==> src/rtl/ram_arbiter_if.sv <==
// Requester-side bus for the RAM arbiter: valid/ready request channel plus
// the one-cycle-later read response.
interface ram_arbiter_if #(
   parameter int unsigned DATA_W = 8,
   parameter int unsigned ADDR_W = 6
);
   logic              valid;
   logic              ready;
   logic              we;
   logic [ADDR_W-1:0] addr;
   logic [DATA_W-1:0] wdata;
   logic              rvalid;
   logic [DATA_W-1:0] rdata;

   modport master (output valid, we, addr, wdata, input ready, rvalid, rdata);
   modport slave  (input valid, we, addr, wdata, output ready, rvalid, rdata);
endinterface

==> src/rtl/ram_arbiter.sv <==
// Two-port round-robin front end for a single-port synchronous-read RAM.
// Zero-fills the RAM after reset, then grants at most one access per cycle.
module ram_arbiter #(
   parameter int unsigned DATA_W = 8,
   parameter int unsigned ADDR_W = 6,
   parameter int unsigned DEPTH  = 32
) (
   input  logic              clk,
   input  logic              rst,
   ram_arbiter_if.slave      a,
   ram_arbiter_if.slave      b,
   output logic              ram_we,
   output logic [ADDR_W-1:0] ram_addr,
   output logic [DATA_W-1:0] ram_din,
   input  logic [DATA_W-1:0] ram_dout,
   output logic              init_done
);
   localparam int unsigned      CNT_W   = ADDR_W + 1;
   localparam logic [CNT_W-1:0] DEPTH_C = CNT_W'(DEPTH);
   localparam logic [CNT_W-1:0] LAST_C  = CNT_W'(DEPTH - 1);

   typedef enum logic {ST_INIT, ST_SERVE} state_e;

   state_e            state_q, state_d;
   logic [CNT_W-1:0]  init_cnt_q, init_cnt_d;
   logic              init_done_q, init_done_d;
   logic              last_b_q, last_b_d;
   logic              pend_a_q, pend_a_d;
   logic              pend_b_q, pend_b_d;
   logic              oor_q, oor_d;
   logic [DATA_W-1:0] a_rdata_q, a_rdata_d;
   logic [DATA_W-1:0] b_rdata_q, b_rdata_d;

   logic              serve_c, grant_a_c, grant_b_c;
   logic              g_we_c, g_oor_c;
   logic [ADDR_W-1:0] g_addr_c;
   logic [DATA_W-1:0] g_wdata_c, resp_c;
   logic              a_rvalid_c, b_rvalid_c;

   // Round-robin grant: on contention the requester not granted last wins
   always_comb begin
      serve_c   = (state_q == ST_SERVE) && !rst;
      grant_a_c = serve_c && a.valid && (!b.valid || last_b_q);
      grant_b_c = serve_c && b.valid && (!a.valid || !last_b_q);
      g_we_c    = grant_a_c ? a.we    : b.we;
      g_addr_c  = grant_a_c ? a.addr  : b.addr;
      g_wdata_c = grant_a_c ? a.wdata : b.wdata;
      g_oor_c   = {1'b0, g_addr_c} >= DEPTH_C;
      resp_c    = oor_q ? '0 : ram_dout;
      a_rvalid_c = pend_a_q && !rst;
      b_rvalid_c = pend_b_q && !rst;
   end

   // RAM port drive: zero-fill in INIT, otherwise the granted access
   always_comb begin
      ram_we   = 1'b0;
      ram_addr = '0;
      ram_din  = '0;
      if (state_q == ST_INIT) begin
         ram_we   = 1'b1;
         ram_addr = init_cnt_q[ADDR_W-1:0];
      end else if (grant_a_c || grant_b_c) begin
         ram_addr = g_addr_c;
         if (g_we_c) begin
            ram_we  = !g_oor_c;
            ram_din = g_wdata_c;
         end
      end
   end

   always_comb begin
      state_d     = state_q;
      init_cnt_d  = init_cnt_q;
      init_done_d = init_done_q;
      last_b_d    = last_b_q;
      pend_a_d    = grant_a_c && !a.we;
      pend_b_d    = grant_b_c && !b.we;
      oor_d       = g_oor_c;
      a_rdata_d   = a_rvalid_c ? resp_c : a_rdata_q;
      b_rdata_d   = b_rvalid_c ? resp_c : b_rdata_q;
      if (state_q == ST_INIT) begin
         init_cnt_d = init_cnt_q + CNT_W'(1);
         if (init_cnt_q == LAST_C) begin
            state_d     = ST_SERVE;
            init_done_d = 1'b1;
         end
      end
      if (grant_a_c || grant_b_c) last_b_d = grant_b_c;
   end

   always_ff @(posedge clk) begin
      if (rst) begin
         state_q     <= ST_INIT;
         init_cnt_q  <= '0;
         init_done_q <= 1'b0;
         last_b_q    <= 1'b1;
         pend_a_q    <= 1'b0;
         pend_b_q    <= 1'b0;
         oor_q       <= 1'b0;
         a_rdata_q   <= '0;
         b_rdata_q   <= '0;
      end else begin
         state_q     <= state_d;
         init_cnt_q  <= init_cnt_d;
         init_done_q <= init_done_d;
         last_b_q    <= last_b_d;
         pend_a_q    <= pend_a_d;
         pend_b_q    <= pend_b_d;
         oor_q       <= oor_d;
         a_rdata_q   <= a_rdata_d;
         b_rdata_q   <= b_rdata_d;
      end
   end

   // Read data is taken from the RAM in the response cycle itself
   assign a.ready   = grant_a_c;
   assign b.ready   = grant_b_c;
   assign a.rvalid  = a_rvalid_c;
   assign b.rvalid  = b_rvalid_c;
   assign a.rdata   = a_rvalid_c ? resp_c : a_rdata_q;
   assign b.rdata   = b_rvalid_c ? resp_c : b_rdata_q;
   assign init_done = init_done_q;
endmodule

==> src/flat_wrapper.sv <==
// flat-port wrapper written by rule: the top's interface ports become plain ports
module ram_arbiter_flat 
#(
   parameter int unsigned DATA_W = 8,
   parameter int unsigned ADDR_W = 6,
   parameter int unsigned DEPTH  = 32
)
  (clk, rst, ram_we, ram_addr, ram_din, ram_dout, init_done, a_valid, a_we, a_addr, a_wdata, a_ready, a_rvalid, a_rdata, b_valid, b_we, b_addr, b_wdata, b_ready, b_rvalid, b_rdata);
  ram_arbiter_if #(.DATA_W(DATA_W), .ADDR_W(ADDR_W)) a_i ();
  ram_arbiter_if #(.DATA_W(DATA_W), .ADDR_W(ADDR_W)) b_i ();
  input  logic clk;
  input  logic rst;
  output logic ram_we;
  output logic [ADDR_W-1:0] ram_addr;
  output logic [DATA_W-1:0] ram_din;
  input  logic [DATA_W-1:0] ram_dout;
  output logic init_done;
  input wire logic [$bits(a_i.valid)-1:0] a_valid;
  input wire logic [$bits(a_i.we)-1:0] a_we;
  input wire logic [$bits(a_i.addr)-1:0] a_addr;
  input wire logic [$bits(a_i.wdata)-1:0] a_wdata;
  output wire logic [$bits(a_i.ready)-1:0] a_ready;
  output wire logic [$bits(a_i.rvalid)-1:0] a_rvalid;
  output wire logic [$bits(a_i.rdata)-1:0] a_rdata;
  input wire logic [$bits(b_i.valid)-1:0] b_valid;
  input wire logic [$bits(b_i.we)-1:0] b_we;
  input wire logic [$bits(b_i.addr)-1:0] b_addr;
  input wire logic [$bits(b_i.wdata)-1:0] b_wdata;
  output wire logic [$bits(b_i.ready)-1:0] b_ready;
  output wire logic [$bits(b_i.rvalid)-1:0] b_rvalid;
  output wire logic [$bits(b_i.rdata)-1:0] b_rdata;
  assign a_i.valid = a_valid;
  assign a_i.we = a_we;
  assign a_i.addr = a_addr;
  assign a_i.wdata = a_wdata;
  assign a_ready = a_i.ready;
  assign a_rvalid = a_i.rvalid;
  assign a_rdata = a_i.rdata;
  assign b_i.valid = b_valid;
  assign b_i.we = b_we;
  assign b_i.addr = b_addr;
  assign b_i.wdata = b_wdata;
  assign b_ready = b_i.ready;
  assign b_rvalid = b_i.rvalid;
  assign b_rdata = b_i.rdata;
  ram_arbiter #(.DATA_W(DATA_W), .ADDR_W(ADDR_W), .DEPTH(DEPTH)) u_core (.clk(clk), .rst(rst), .a(a_i), .b(b_i), .ram_we(ram_we), .ram_addr(ram_addr), .ram_din(ram_din), .ram_dout(ram_dout), .init_done(init_done));
endmodule
==> config.mk <==
export PLATFORM = sky130hd
export DESIGN_NAME = ram_arbiter_flat
export DESIGN_NICKNAME = d
export VERILOG_FILES = /design/src/rtl/ram_arbiter_if.sv /design/src/rtl/ram_arbiter.sv /design/src/flat_wrapper.sv
export SDC_FILE = /design/constraint.sdc
export NUM_CORES = 1
export LEC_CHECK = 0
export CELL_PAD_IN_SITES_DETAIL_PLACEMENT = 1
export CELL_PAD_IN_SITES_GLOBAL_PLACEMENT = 2
export CORE_ASPECT_RATIO = 0.8
export CORE_MARGIN = 1.5
export CORE_UTILIZATION = 24
export DETAILED_ROUTE_END_ITERATION = 6
export MAX_ROUTING_LAYER = met4
export PLACE_DENSITY = 0.95
export SYNTH_ARGS = -nofsm -noshare
export SYNTH_HDL_FRONTEND = slang
export SYNTH_SLANG_ARGS = --single-unit
==> constraint.sdc <==
create_clock -name clk -period 3.6 [get_ports clk]
set_input_delay 0.36 -clock clk [delete_from_list [all_inputs] [get_ports clk]]
set_output_delay 0.36 -clock clk [all_outputs]
set_load 0.01 [all_outputs]
* Word level (Yosys, flattened, before mapping)
Cells that the tools add are included. W data, S select, Z words.
Operators by class: add/sub/neg operators 1, magnitude comparators 1, equality and inequality tests 1, mux-type cells 16, bitwise gates (word level) 1, reduce and logical (&&, ||, !) cells 20
Operators by type and width (count):
- $mux W8 | 7
- $mux W6 | 3
- $logic_and A1 B1 Y1 | 9
- $add A7 B1 Y7 const B | 1
- $eq A7 B5 Y1 const B | 1
- $logic_not A1 Y1 | 7
- $ge A6 B6 Y1 const B | 1
- $mux W1 | 6
- $logic_or A1 B1 Y1 | 3
- $reduce_and A2 Y1 | 1
- $not A1 Y1 | 1
Word-level totals: register bits 29, bits of input ports 42

* Logic depth before layout (Yosys ltp)
word-level depth 10, depth in mapped cells 6

* Worst setup path before layout
OpenSTA, ideal clock, no wires.
path kind input -> output, start point in rst, end point out ram_we, data arrival time 1.142 ns, data required time 3.240 ns, path slack 2.098 ns, cell stages on the path 3, cell sequence nor2b_4 nand3_1 o311ai_0
On the way: longest elaborated chain between the ends 10, elaborated cells on any way between the ends 14
RTL lines:
- start, declared | line flat_wrapper.sv:12 | input logic rst;
- $logic_not A1 Y1 * | line ram_arbiter.sv:42 | serve_c = (state_q == ST_SERVE) && !rst;
- $logic_and A1 B1 Y1 * | line ram_arbiter.sv:42
- $logic_and A1 B1 Y1 (2 in series) | line ram_arbiter.sv:43 | grant_a_c = serve_c && a.valid && (!b.valid || last_b_q);
- $mux W6 | line ram_arbiter.sv:46 | g_addr_c = grant_a_c ? a.addr : b.addr;
- $ge A6 B6 Y1 | line ram_arbiter.sv:48 | g_oor_c = {1'b0, g_addr_c} >= DEPTH_C;
- $logic_not A1 Y1 | line ram_arbiter.sv:65 | ram_we = !g_oor_c;
- $mux W1 | line ram_arbiter.sv:64 | if (g_we_c) begin
- $mux W1 * | line ram_arbiter.sv:62 | end else if (grant_a_c || grant_b_c) begin
- $mux W1 * | line ram_arbiter.sv:59 | if (state_q == ST_INIT) begin
- end, declared | line flat_wrapper.sv:13 | output logic ram_we;
Mark *: on every way between the ends. The rest lies on a longest branch, timed or not.

* Worst setup path in the final report
start point in rst, end point out a_rdata[4]
On the way: longest elaborated chain between the ends 3
RTL lines:
- $logic_not A1 Y1 | line ram_arbiter.sv:50 | a_rvalid_c = pend_a_q && !rst;
- $logic_and A1 B1 Y1 | line ram_arbiter.sv:50
- $mux W8
- end, declared | line flat_wrapper.sv:24 | output wire logic [$bits(a_i.rdata)-1:0] a_rdata;
Every way passes these cells.

==> Flow_metrics.wiki <==
{| class="wikitable"
! Metric !! Value
|-
| Die Area || 7430 sq um
|-
| Non-Filler Instances || 351
|-
| Final antenna diode count || 0
|-
| CP startpoint kind || input port
|-
| Initial antenna violation count || 0
|-
| Switching share of power || 24.2%
|-
| Finished Core Util || 39.2%
|-
| Hold violation total from the final report || 0
|-
| Share of the clock period used by the worst path || 75.3%
|-
| Worst Clk Skew || 0.00510 ns
|-
| Fraction of synthesis flops using an asynchronous set or reset pin || 0%
|-
| Worst setup slack for register-to-register paths || 1.97 ns
|-
| Number of hold buffers added after cts || 0
|-
| Drt via density || 4.66
|-
| Total Wirelength || 5050 um
|-
| Crit path required time || 3.24 ns
|-
| Placed standard-cell area || 2480 sq um
|-
| Total number of yosys warnings || 0
|-
| # nets final || 309
|-
| Setup violation total in the final timing report || 0
|-
| Sequence of cells on the critical path || clkdlybuf4s50_1 > buf_4 > nand2b_1 > nand2_1 > o21ai_0 > clkdlybuf4s50_1
|-
| Net count after synthesis || 235
|-
| Mapped Cells || 192
|-
| Netlist area before placement || 1660 sq um
|-
| I/O pin count || 78
|-
| Peak per-stage delay on the critical path || 0.58 ns
|-
| Internal power component || 517 uW
|-
| Transition time at the pin with the least slew margin || 0.583 ns
|-
| Dominant synthesized flop cell || sky130_fd_sc_hd__dfxtp_1
|-
| Vertical die dimension || 77.4 um
|-
| Pins Over Slew Limit || 0
|-
| Max Freq || 0.369 GHz
|-
| First-pass DRT Iterations || 4
|-
| Buffers on Ports || 77
|-
| Count leader, synth || sky130_fd_sc_hd__dfxtp_1
|-
| Largest net degree at the start of global routing || 18
|-
| Avg Inst Size Synth || 8.65 sq um
|-
| Portion of total power attributed to combinational logic || 13.1%
|-
| Clock slew at reported path FFs || 0.07 ns
|-
| Sequential cell area fraction in the yosys report || 35.0%
|-
| Clk Latency, worst-skew pair || 0.28 ns
|-
| Area used by multi-input combinational logic || 967 sq um
|-
| Count of flip-flops with a built-in enable after synthesis || 0
|-
| Share of the synthesized area in the top cell type || 35.0%
|-
| Worst-path maximum fanout || 17
|-
| Arrival time worst endpoint || 2.35 ns
|-
| Number of buffers between clock root and the deepest sink || 2
|-
| Count of clock tree sinks || 29
|-
| Pleak || 0.981 nW
|-
| Number of buffers inserted during clock tree synthesis || 5
|-
| Setup slack after placement || 0.876 ns
|-
| Count of buffer and inverter cells on the critical path || 3
|-
| CTS tree || done
|-
| Dominant cell type by area after synthesis || sky130_fd_sc_hd__dfxtp_1
|-
| Min Clock Period, post-route || 2.71 ns
|-
| Flop pwr share || 48.7%
|-
| Result of the run || complete, no violations
|-
| Share of final-layout standard cells stronger than drive strength 1 || 6.37%
|-
| Sum of overflow across all layers after global routing || 0
|-
| Cell occurring most often along the worst timing path || sky130_fd_sc_hd__clkdlybuf4s50_1
|-
| Clock share of power || 38.2%
|-
| Tot Pwr || 682 uW
|-
| Slowest CP cell || sky130_fd_sc_hd__clkdlybuf4s50_1
|-
| Top cells by instance count after synthesis || 29 x sky130_fd_sc_hd__dfxtp_1, 24 x sky130_fd_sc_hd__nor2_1, 18 x sky130_fd_sc_hd__nand2_1
|-
| Initial standard-cell utilization of the core || 25.4%
|-
| Wire length of the first global-routing pass || 8070 um
|-
| Unrepaired setup endpoints after global routing || false
|-
| Via count of the first global-routing pass || 1698
|-
| Worst min-delay path class || flip-flop to flip-flop
|-
| Post-CTS Setup Repair Bufs || 0
|-
| Crit end category || output port
|-
| DRC violation count after routing || 0
|-
| Number of fill cells in the layout || 785
|-
| Cell area power density || 266 nW/um^2
|-
| Summed area of non-filler cells in the final layout || 2560 sq um
|-
| Half-perimeter wire length after detailed placement || 3880 um
|-
| Count of cells resized by post-cts repair || 0
|-
| Switching power || 165 uW
|-
| Global Route Usage Sum || 14.2%
|-
| Worst hold margin || 0.494 ns
|-
| Weighted congestion at the end of routability-driven global placement || 0.755
|-
| Maximum capacitance violations || 0
|-
| Die extent in x || 96.0 um
|-
| Sequential cell area in the final layout || 581 sq um
|-
| H-Tree Depth || 2
|-
| Critical path's top delay family || buffers and inverters
|-
| Final antenna-violating net count || 0
|-
| Setup TNS after final layout || 0 ns
|-
| Post-placement cell count || 343
|-
| Growth of design area from synthesis to finish || 54.3%
|-
| WS Path Type || input port to output port
|-
| Total number of vias || 1636
|-
| Netlist cell types || 37
|-
| Core Area || 6540 sq um
|-
| Peak ir drop on the vdd network || 0.175 mV
|-
| DRC marker count from the first detailed-route iteration || 64
|-
| Library cell used as clock root buffer || sky130_fd_sc_hd__clkbuf_8
|-
| Row cnt || 26
|-
| Main area contributors after synthesis || sky130_fd_sc_hd__dfxtp_1 35%, sky130_fd_sc_hd__mux2i_1 10%, sky130_fd_sc_hd__nor2_1 5.4%
|-
| Final routed wire length divided by cell count || 14.4 um
|-
| Worst-case headroom to the max-slew limit || 61.2%
|-
| Post-synthesis register bit count || 29
|-
| Worst path setup slack after routing || 0.889 ns
|}
==> power groups by stage <==
stage	clock network [mW]	registers [mW]	logic (mW)
3_5_place_dp	0	0.340	0.0904
2_1_floorplan	0	0.336	0.0311
6_report	0.261	0.332	0.0895
5_1_grt	0.284	0.332	0.0979
4_1_cts	0.270	0.332	0.0909
3_3_place_gp	0	0.339	0.0890
==> placed cells by master (no fill, tap or decap), drive strengths merged, types with 3 or more instances in the layout <==
master / synthesis / final
and4: 4 / 4
a32o: 8 / 8
buf: 10 / 4
xor2: 3 / 3
clkbuf: 4 / 6
nor2: 24 / 24
nand2b: 11 / 11
o21ai: 17 / 17
nor2b: 12 / 12
a221o: 6 / 6
mux2i: 17 / 17
inv: 7 / 7
and2b: 4 / 4
clkdlybuf4s50: 0 / 77
nand2: 18 / 18
dfxtp: 29 / 29
==> sequential cells by signal (all words and copies together), names as in the netlist <==
| signal | cells |
|---|---|
| u_core.pend_b_q | 1 |
| u_core.state_q | 1 |
| u_core.init_cnt_q | 7 |
| u_core.last_b_q | 1 |
| u_core.pend_a_q | 1 |
| u_core.init_done | 1 |
| u_core.b_rdata_q | 8 |
| u_core.oor_q | 1 |
| u_core.a_rdata_q | 8 |
==> area by class of cell <==
type	instances	area share [%]
clock inverter	2	0.391
sequential	29	22.7
multi-input combinational	142	37.7
tap	84	4.10
inverter	7	1.03
timing repair buffer	81	31.2
clock buffer	6	2.83
==> metal layers <==
layer / wire length (um) / global-route usage, % / up-vias / part of all wire (%)
met5: 0 / - / - / 0
met2: 2430 / 24.1 / 43 / 48
met4: 53 / 3.53 / 0 / 1.1
li1: - / - / 817 / -
met1: 2300 / 16.6 / 769 / 46
met3: 261 / 3.43 / 7 / 5.2
==> cell families after synthesis <==
group           Yosys count  synth area share [%]
compound gates           36                  15.8
xor+xnor                  4                  2.11
fa+ha+maj                 1                 0.753
buf+inv                  21                  6.78
flops                    29                  35.0
mux                      19                  11.6
simple gates             82                  28.0
==> worst paths after layout <==
| kind | startpoint | to | cells past startpoint |
|---|---|---|---|
| max reg2reg | u_core.state_q$_SDFF_PP0_ | u_core.oor_q$_SDFF_PP0_ | 3 |
| min reg2reg | u_core.init_done$_SDFFE_PP0P_ | u_core.init_done$_SDFFE_PP0P_ | 1 |
| min | u_core.init_done$_SDFFE_PP0P_ | u_core.init_done$_SDFFE_PP0P_ | 1 |
| max | rst | a_rdata[4] | 6 |
==> worst register-to-register path: stages, from the launching register on <==
cell and delay (ns):
sky130_fd_sc_hd__dfxtp_1 0.54, sky130_fd_sc_hd__nor2b_4 0.30, sky130_fd_sc_hd__and3_4 0.34, sky130_fd_sc_hd__mux2_2 0.35
No activity file was read; power rests on OpenSTA's default activity.
